**config.mk**
```make
export PLATFORM = sky130hd
export DESIGN_NAME = renderizador_bola
export DESIGN_NICKNAME = d
export VERILOG_FILES = /design/src/rtl/jogo_pkg.sv /design/src/rtl/quadrado_dist.sv /design/src/rtl/renderizador_bola.sv
export SDC_FILE = /design/constraint.sdc
export NUM_CORES = 1
export LEC_CHECK = 0
export CAP_MARGIN = 20
export CORE_MARGIN = 3
export CORE_UTILIZATION = 28
export DETAILED_ROUTE_END_ITERATION = 7
export SYNTH_ARGS = -nofsm -noshare
export SYNTH_HDL_FRONTEND = slang
export SYNTH_SLANG_ARGS = --single-unit
export TNS_END_PERCENT = 10
```
**constraint.sdc**
```tcl
create_clock -name CLOCK_50 -period 4.8 [get_ports CLOCK_50]
set_input_delay 0.48 -clock CLOCK_50 [delete_from_list [all_inputs] [get_ports CLOCK_50]]
set_output_delay 0.48 -clock CLOCK_50 [all_outputs]
set_load 0.01 [all_outputs]
```
**src/rtl/jogo_pkg.sv**
```systemverilog
// Shared types, flash states and default colours for the ball renderer.
package jogo_pkg;

  typedef logic [9:0]  coord_t;
  typedef logic [23:0] cor_t;

  typedef enum logic {
    NORMAL   = 1'b0,
    PISCANDO = 1'b1
  } estado_pisca_t;

  localparam cor_t COR_BOLA_PADRAO  = 24'hFFFFFF;
  localparam cor_t COR_PISCA_PADRAO = 24'hFF0000;
  localparam cor_t COR_BORDA_PADRAO = 24'h00FF00;

  // |a-b| through an 11-bit signed difference; the magnitude always fits in 10 bits.
  function automatic coord_t dist_abs(input coord_t a, input coord_t b);
    logic signed [10:0] diff;
    logic [10:0]        mag;
    diff = $signed({1'b0, a}) - $signed({1'b0, b});
    mag  = diff[10] ? 11'(-diff) : 11'(diff);
    return mag[9:0];
  endfunction

endpackage

```
**src/rtl/quadrado_dist.sv**
```systemverilog
// Two-stage |a-b|^2 slice: stage 1 registers the magnitude, stage 2 its square.
module quadrado_dist
  import jogo_pkg::*;
(
  input  logic        clk,
  input  logic        rst_n,
  input  coord_t      a,
  input  coord_t      b,
  output logic [19:0] quad
);

  coord_t      dist_q, dist_d;
  logic [19:0] quad_q, quad_d;

  always_comb begin
    dist_d = dist_abs(a, b);
    quad_d = {10'd0, dist_q} * {10'd0, dist_q};
  end

  always_ff @(posedge clk or negedge rst_n) begin
    if (!rst_n) begin
      dist_q <= '0;
      quad_q <= '0;
    end else begin
      dist_q <= dist_d;
      quad_q <= quad_d;
    end
  end

  assign quad = quad_q;

endmodule

```
**src/rtl/renderizador_bola.sv**
```systemverilog
// Ball renderer: 3-cycle pixel pipeline against frame-latched shadows plus a hit-flash FSM.
// Optional outline colour enabled with macro BOLA_BORDA_EN.
module renderizador_bola
  import jogo_pkg::*;
#(
  parameter cor_t        COR_BOLA      = COR_BOLA_PADRAO,
  parameter cor_t        COR_PISCA     = COR_PISCA_PADRAO,
  parameter cor_t        COR_BORDA     = COR_BORDA_PADRAO,
  parameter int unsigned QUADROS_PISCA = 8
) (
  input  logic   CLOCK_50,
  input  logic   reset,
  input  coord_t pixel_x,
  input  coord_t pixel_y,
  input  logic   pixel_valido,
  input  logic   inicio_quadro,
  input  coord_t bola_x,
  input  coord_t bola_y,
  input  coord_t bola_raio,
  input  logic   atingiu,
  input  logic   pausa,
  output logic   pixel_bola,
  output logic   valido_saida,
  output cor_t   cor
);

  localparam logic [7:0] CARGA_PISCA = 8'(QUADROS_PISCA);

  // Shadow copy of the ball, refreshed only at the frame boundary.
  coord_t sx_q, sx_d;
  coord_t sy_q, sy_d;
  coord_t sr_q, sr_d;

  logic        v1_q, v1_d;
  logic        v2_q, v2_d;
  logic        v3_q, v3_d;
  logic [19:0] r2_1_q, r2_1_d;
  logic [19:0] r2_2_q, r2_2_d;
  logic [19:0] dx2, dy2;
  logic [20:0] d2;
  logic        dentro;
  logic        pixel_bola_q, pixel_bola_d;
  cor_t        cor_q, cor_d;
  cor_t        cor_preench;

  estado_pisca_t estado_q, estado_d;
  logic [7:0]    cnt_q, cnt_d;

`ifdef BOLA_BORDA_EN
  coord_t      raio_int;
  logic [19:0] ri2_1_q, ri2_1_d;
  logic [19:0] ri2_2_q, ri2_2_d;
`endif

  quadrado_dist u_dist_x (
    .clk  (CLOCK_50),
    .rst_n(reset),
    .a    (pixel_x),
    .b    (sx_q),
    .quad (dx2)
  );

  quadrado_dist u_dist_y (
    .clk  (CLOCK_50),
    .rst_n(reset),
    .a    (pixel_y),
    .b    (sy_q),
    .quad (dy2)
  );

  always_comb begin
    sx_d = sx_q;
    sy_d = sy_q;
    sr_d = sr_q;
    if (inicio_quadro) begin
      sx_d = bola_x;
      sy_d = bola_y;
      sr_d = bola_raio;
    end
  end

  always_comb begin
    v1_d   = pixel_valido;
    r2_1_d = {10'd0, sr_q} * {10'd0, sr_q};
    v2_d   = v1_q;
    r2_2_d = r2_1_q;
    v3_d   = v2_q;
`ifdef BOLA_BORDA_EN
    raio_int = (sr_q > 10'd2) ? (sr_q - 10'd2) : 10'd0;
    ri2_1_d  = {10'd0, raio_int} * {10'd0, raio_int};
    ri2_2_d  = ri2_1_q;
`endif
  end

  // Hit reload has priority over the per-frame decrement.
  always_comb begin
    estado_d = estado_q;
    cnt_d    = cnt_q;
    if (atingiu) begin
      estado_d = PISCANDO;
      cnt_d    = CARGA_PISCA;
    end else if (estado_q == PISCANDO && inicio_quadro && !pausa) begin
      cnt_d = cnt_q - 8'd1;
      if (cnt_q == 8'd1) begin
        estado_d = NORMAL;
      end
    end
  end

  always_comb begin
    cor_preench = COR_BOLA;
    if (estado_q == PISCANDO && cnt_q[1]) begin
      cor_preench = COR_PISCA;
    end
    d2           = {1'b0, dx2} + {1'b0, dy2};
    dentro       = v2_q && (d2 < {1'b0, r2_2_q});
    pixel_bola_d = dentro;
    cor_d        = '0;
    if (dentro) begin
      cor_d = cor_preench;
`ifdef BOLA_BORDA_EN
      if (d2 >= {1'b0, ri2_2_q}) begin
        cor_d = COR_BORDA;
      end
`endif
    end
  end

  always_ff @(posedge CLOCK_50 or negedge reset) begin
    if (!reset) begin
      sx_q         <= '0;
      sy_q         <= '0;
      sr_q         <= '0;
      v1_q         <= 1'b0;
      v2_q         <= 1'b0;
      v3_q         <= 1'b0;
      r2_1_q       <= '0;
      r2_2_q       <= '0;
      pixel_bola_q <= 1'b0;
      cor_q        <= '0;
      estado_q     <= NORMAL;
      cnt_q        <= '0;
    end else begin
      sx_q         <= sx_d;
      sy_q         <= sy_d;
      sr_q         <= sr_d;
      v1_q         <= v1_d;
      v2_q         <= v2_d;
      v3_q         <= v3_d;
      r2_1_q       <= r2_1_d;
      r2_2_q       <= r2_2_d;
      pixel_bola_q <= pixel_bola_d;
      cor_q        <= cor_d;
      estado_q     <= estado_d;
      cnt_q        <= cnt_d;
    end
  end

`ifdef BOLA_BORDA_EN
  always_ff @(posedge CLOCK_50 or negedge reset) begin
    if (!reset) begin
      ri2_1_q <= '0;
      ri2_2_q <= '0;
    end else begin
      ri2_1_q <= ri2_1_d;
      ri2_2_q <= ri2_2_d;
    end
  end
`endif

  assign pixel_bola   = pixel_bola_q;
  assign valido_saida = v3_q;
  assign cor          = cor_q;

endmodule

```
==> results.cfg <==
[run_status]
outcome = complete, no violations

[clock_tree]
htree_levels = 4
worstSkewPairLatency_ps = 430
tritoncts_num_sinks = 140
clk_pin_slew_worst_paths_ps = 60
cts_inserted_buffers = 17
clock_tree.root_cell = clkbuf_16
cts_tree = done
clock_path_buffers = 2

[logic_synthesis]
synth_top_area_share_pct = 24.1
post_synth_inst_count = 1503
synth.distinct_cells = 53
ys.flop_type = dfrtp_1
postSynthNetCount = 1904
synthesis.yosys.warnings = 0
synth_async_sr_flop_share_pct = 100
synth_top_cells_by_area = dfrtp_1 (24%), fa_1 (20%), ha_1 (17%)
yosys_register_bits = 140
avg_inst_size_synth_um2 = 9.68
synth_edf_count = 0
ys_seq_area_share_pct = 24.1
synth_area_leader_cell = dfrtp_1
synth.cell_area_um2 = 14500

[timing]
fmax_mhz = 211
timing.final.hold_violations = 0
fin_hold_ws_ps = 348
rsz_0062_raised_after_global_routing = true
clock-skew-final_ps = 10.5
setup_ws_ps = 67.0
final_period_util_pct = 98.6
post-route-min-period_ps = 4730
tightest_slew_ps = 526
timing.final.max_slew_violations = 0
final.setup.tns_ps = 0
worst_slew_margin_rel_pct = 64.1
finalSetupViolCount = 0

[floorplan]
placeableCoreArea_um2 = 50800
floorplan.initialDensity_pct = 28.6
io_pins = 82
rows = 82
die_w_um = 234
die_height_um = 234
die_area_um2 = 54700

[worst_setup_path]
worstReg2RegEnd = r2_1_q[19]$_DFF_PN0_
criticalPathCategory = reg -> reg
worstPathRequired_ps = 5120
setup.worst_path.start_class = flip-flop
critPathArrivalTime_ps = 5050
crit_path_max_fanout = 7
r2r_slack_ps = 70
crit_path_end_kind = flip-flop
worst_r2r_startpoint = sr_q[6]$_DFFE_PN0P_
worst-r2r-cell-count = 16

[placed_design]
routabilityCongestion = 0.840
hpwl_um = 24300
total_of_buffers_placed_on_input_and_output_ports = 81
dp_slack_ps = -91.2

[route]
drtAntennaViolNets = 0
drc_errors = 0
routed-wl-met2_um = 15000
routed-via-count = 10400
drt_wl_total_um = 30000
viasPerCell = 4.44
drtIter0Drc = 401
routed_wire_length_per_instance_um = 12.8
met3_routed_wirelength_um = 780
met1_length_um = 13700
max_layer_used = met4
dr.pass1.iters = 4

[finish]
post-route-util_pct = 35.2
final_layout_size_suffix_gt1_share_pct = 15.0
layout_commonest_cell = inv_1
final_cell_mix = inv_1 (243), ha_1 (187), fa_1 (141), dfrtp_1 (119), buf_4 (108)
num-nets-final = 2062
area_growth_pct = 22.8
nFillCells = 5090

[global_routing]
grt_pass1_wl_um = 51100
grt_max_degree = 103
grt_antenna_before_repair = 1
grt_remaining_overflow = 0
grt_pass1_vias = 11100
grt_use_total_pct = 11.5

[hold_path]
whs_path_depth = 0
min_from = r2_1_q[5]$_DFF_PN0_
timing.hold.worst.class = reg -> reg
destination_of_the_worst_hold_path = r2_2_q[5]$_DFF_PN0_

[job]
timing.max_cap.violations = 0
## critical path: stages, from the launching register on
cell	delay, ps
dfrtp_2	440
buf_6	150
and2_2	200
ha_1	310
xnor2_2	180
fa_2	480
fa_2	570
fa_2	420
ha_1	210
ha_1	310
a21o_1	180
a21o_1	180
a21oi_2	150
o21ai_2	100
o41ai_2	380
nor2_1	90
a211o_1	270
## cell usage after synthesis, types with 2 or more instances
library cell	count
inv_1	244
ha_1	201
fa_1	144
dfrtp_1	140
nand2_1	111
and2_1	91
xnor2_1	76
nor2_1	61
a21oi_1	58
o21ai_0	54
clkbuf_1	30
xor2_1	29
buf_4	23
nor3_1	22
nor2b_1	20
a21o_1	18
o21a_1	16
mux2_2	15
nand3_1	15
and3_1	14
a211oi_1	11
o31ai_1	10
or3_1	10
o211ai_1	9
o21bai_1	9
nand4_1	8
a211o_1	5
a31oi_1	5
a2111oi_0	4
a21boi_0	4
nand2b_1	4
nand3b_1	4
nor4_1	4
a2111o_1	3
a31o_2	3
nand4b_1	3
o311ai_0	3
or2_2	3
a21oi_4	2
buf_1	2
nor4b_1	2
o31a_1	2
## metrics by stage
step / cells / cell area [um^2]
floorplan: 1503 / 14600
global placement: 2299 / 16700
detailed placement: 2299 / 16700
CTS: 2336 / 17400
global route: 2347 / 17900
finish: 2347 / 17900
## cells by family after synthesis
kind of cell,share of synthesized area [%]
AO/OA/AOI/OAI,10.1
buffers and inverters,8.31
flip-flops,24.1
multiplexers,1.16
adder cells (fa/ha/maj),37.1
XOR/XNOR,6.32
AND/OR/NAND/NOR,13.0
## area by class of cell
| cell class | count | area (um^2) | share of cell area (%) |
|---|---|---|---|
| multi-input combinational | 1064 | 10300 | 57.4 |
| clock inverter | 13 | 180 | 1.01 |
| sequential | 140 | 3530 | 19.8 |
| tap | 672 | 841 | 4.71 |
| antenna | 1 | 2.50 | 0.0140 |
| timing repair buffer | 194 | 1690 | 9.45 |
| inverter | 244 | 918 | 5.14 |
| clock buffer | 19 | 453 | 2.53 |
## worst max path at each step
| stage | startpoint | end | depth (start not counted) | slack, ps |
|---|---|---|---|---|
| global placement | sr_q[4]$_DFFE_PN0P_ | r2_1_q[19]$_DFF_PN0_ | 16 | -30 |
| CTS | u_dist_y.dist_q[7]$_DFF_PN0_ | u_dist_y.quad[19]$_DFF_PN0_ | 17 | -30 |
| finish | sr_q[6]$_DFFE_PN0P_ | r2_1_q[19]$_DFF_PN0_ | 16 | 70 |
| floorplan | sr_q[1]$_DFFE_PN0P_ | r2_1_q[19]$_DFF_PN0_ | 17 | -10 |
| detailed placement | sr_q[4]$_DFFE_PN0P_ | r2_1_q[19]$_DFF_PN0_ | 16 | -90 |
| global route | sr_q[6]$_DFFE_PN0P_ | r2_1_q[19]$_DFF_PN0_ | 16 | -150 |
## per-layer routing
metal | track usage [%] | vias to the layer above
met1 | 14.5 | 5066
met3 | 1.87 | 37
met2 | 20.0 | 127
met5 | 0 | -
met4 | 3.81 | 0
li1 | - | 5192
## timing repair
| item | CTS | global route |
|---|---|---|
| buffers inserted | 5 | 9 |
| resized for setup | 12 | 83 |
| pin swaps | 3 | 42 |
| hold buffers | 0 | 1 |
| hold endpoints to repair | 0 | 31 |
| setup endpoints to repair | 9 | 21 |
## state kept, by name (all words and copies together), names as in the netlist
| register | flops |
|---|---|
| r2_1_q | 19 |
| r2_2_q | 19 |
| u_dist_x.quad | 19 |
| u_dist_y.quad | 19 |
| sr_q | 10 |
| sx_q | 10 |
| sy_q | 10 |
| u_dist_x.dist_q | 10 |
| u_dist_y.dist_q | 10 |
| cnt_q | 8 |
| cor | 2 |
| estado_q | 1 |
| v1_q | 1 |
| v2_q | 1 |
| valido_saida | 1 |
Power is left out: the tool's default activity adds up to more than one toggle a clock period on the data nets, which glitch-free logic cannot reach.
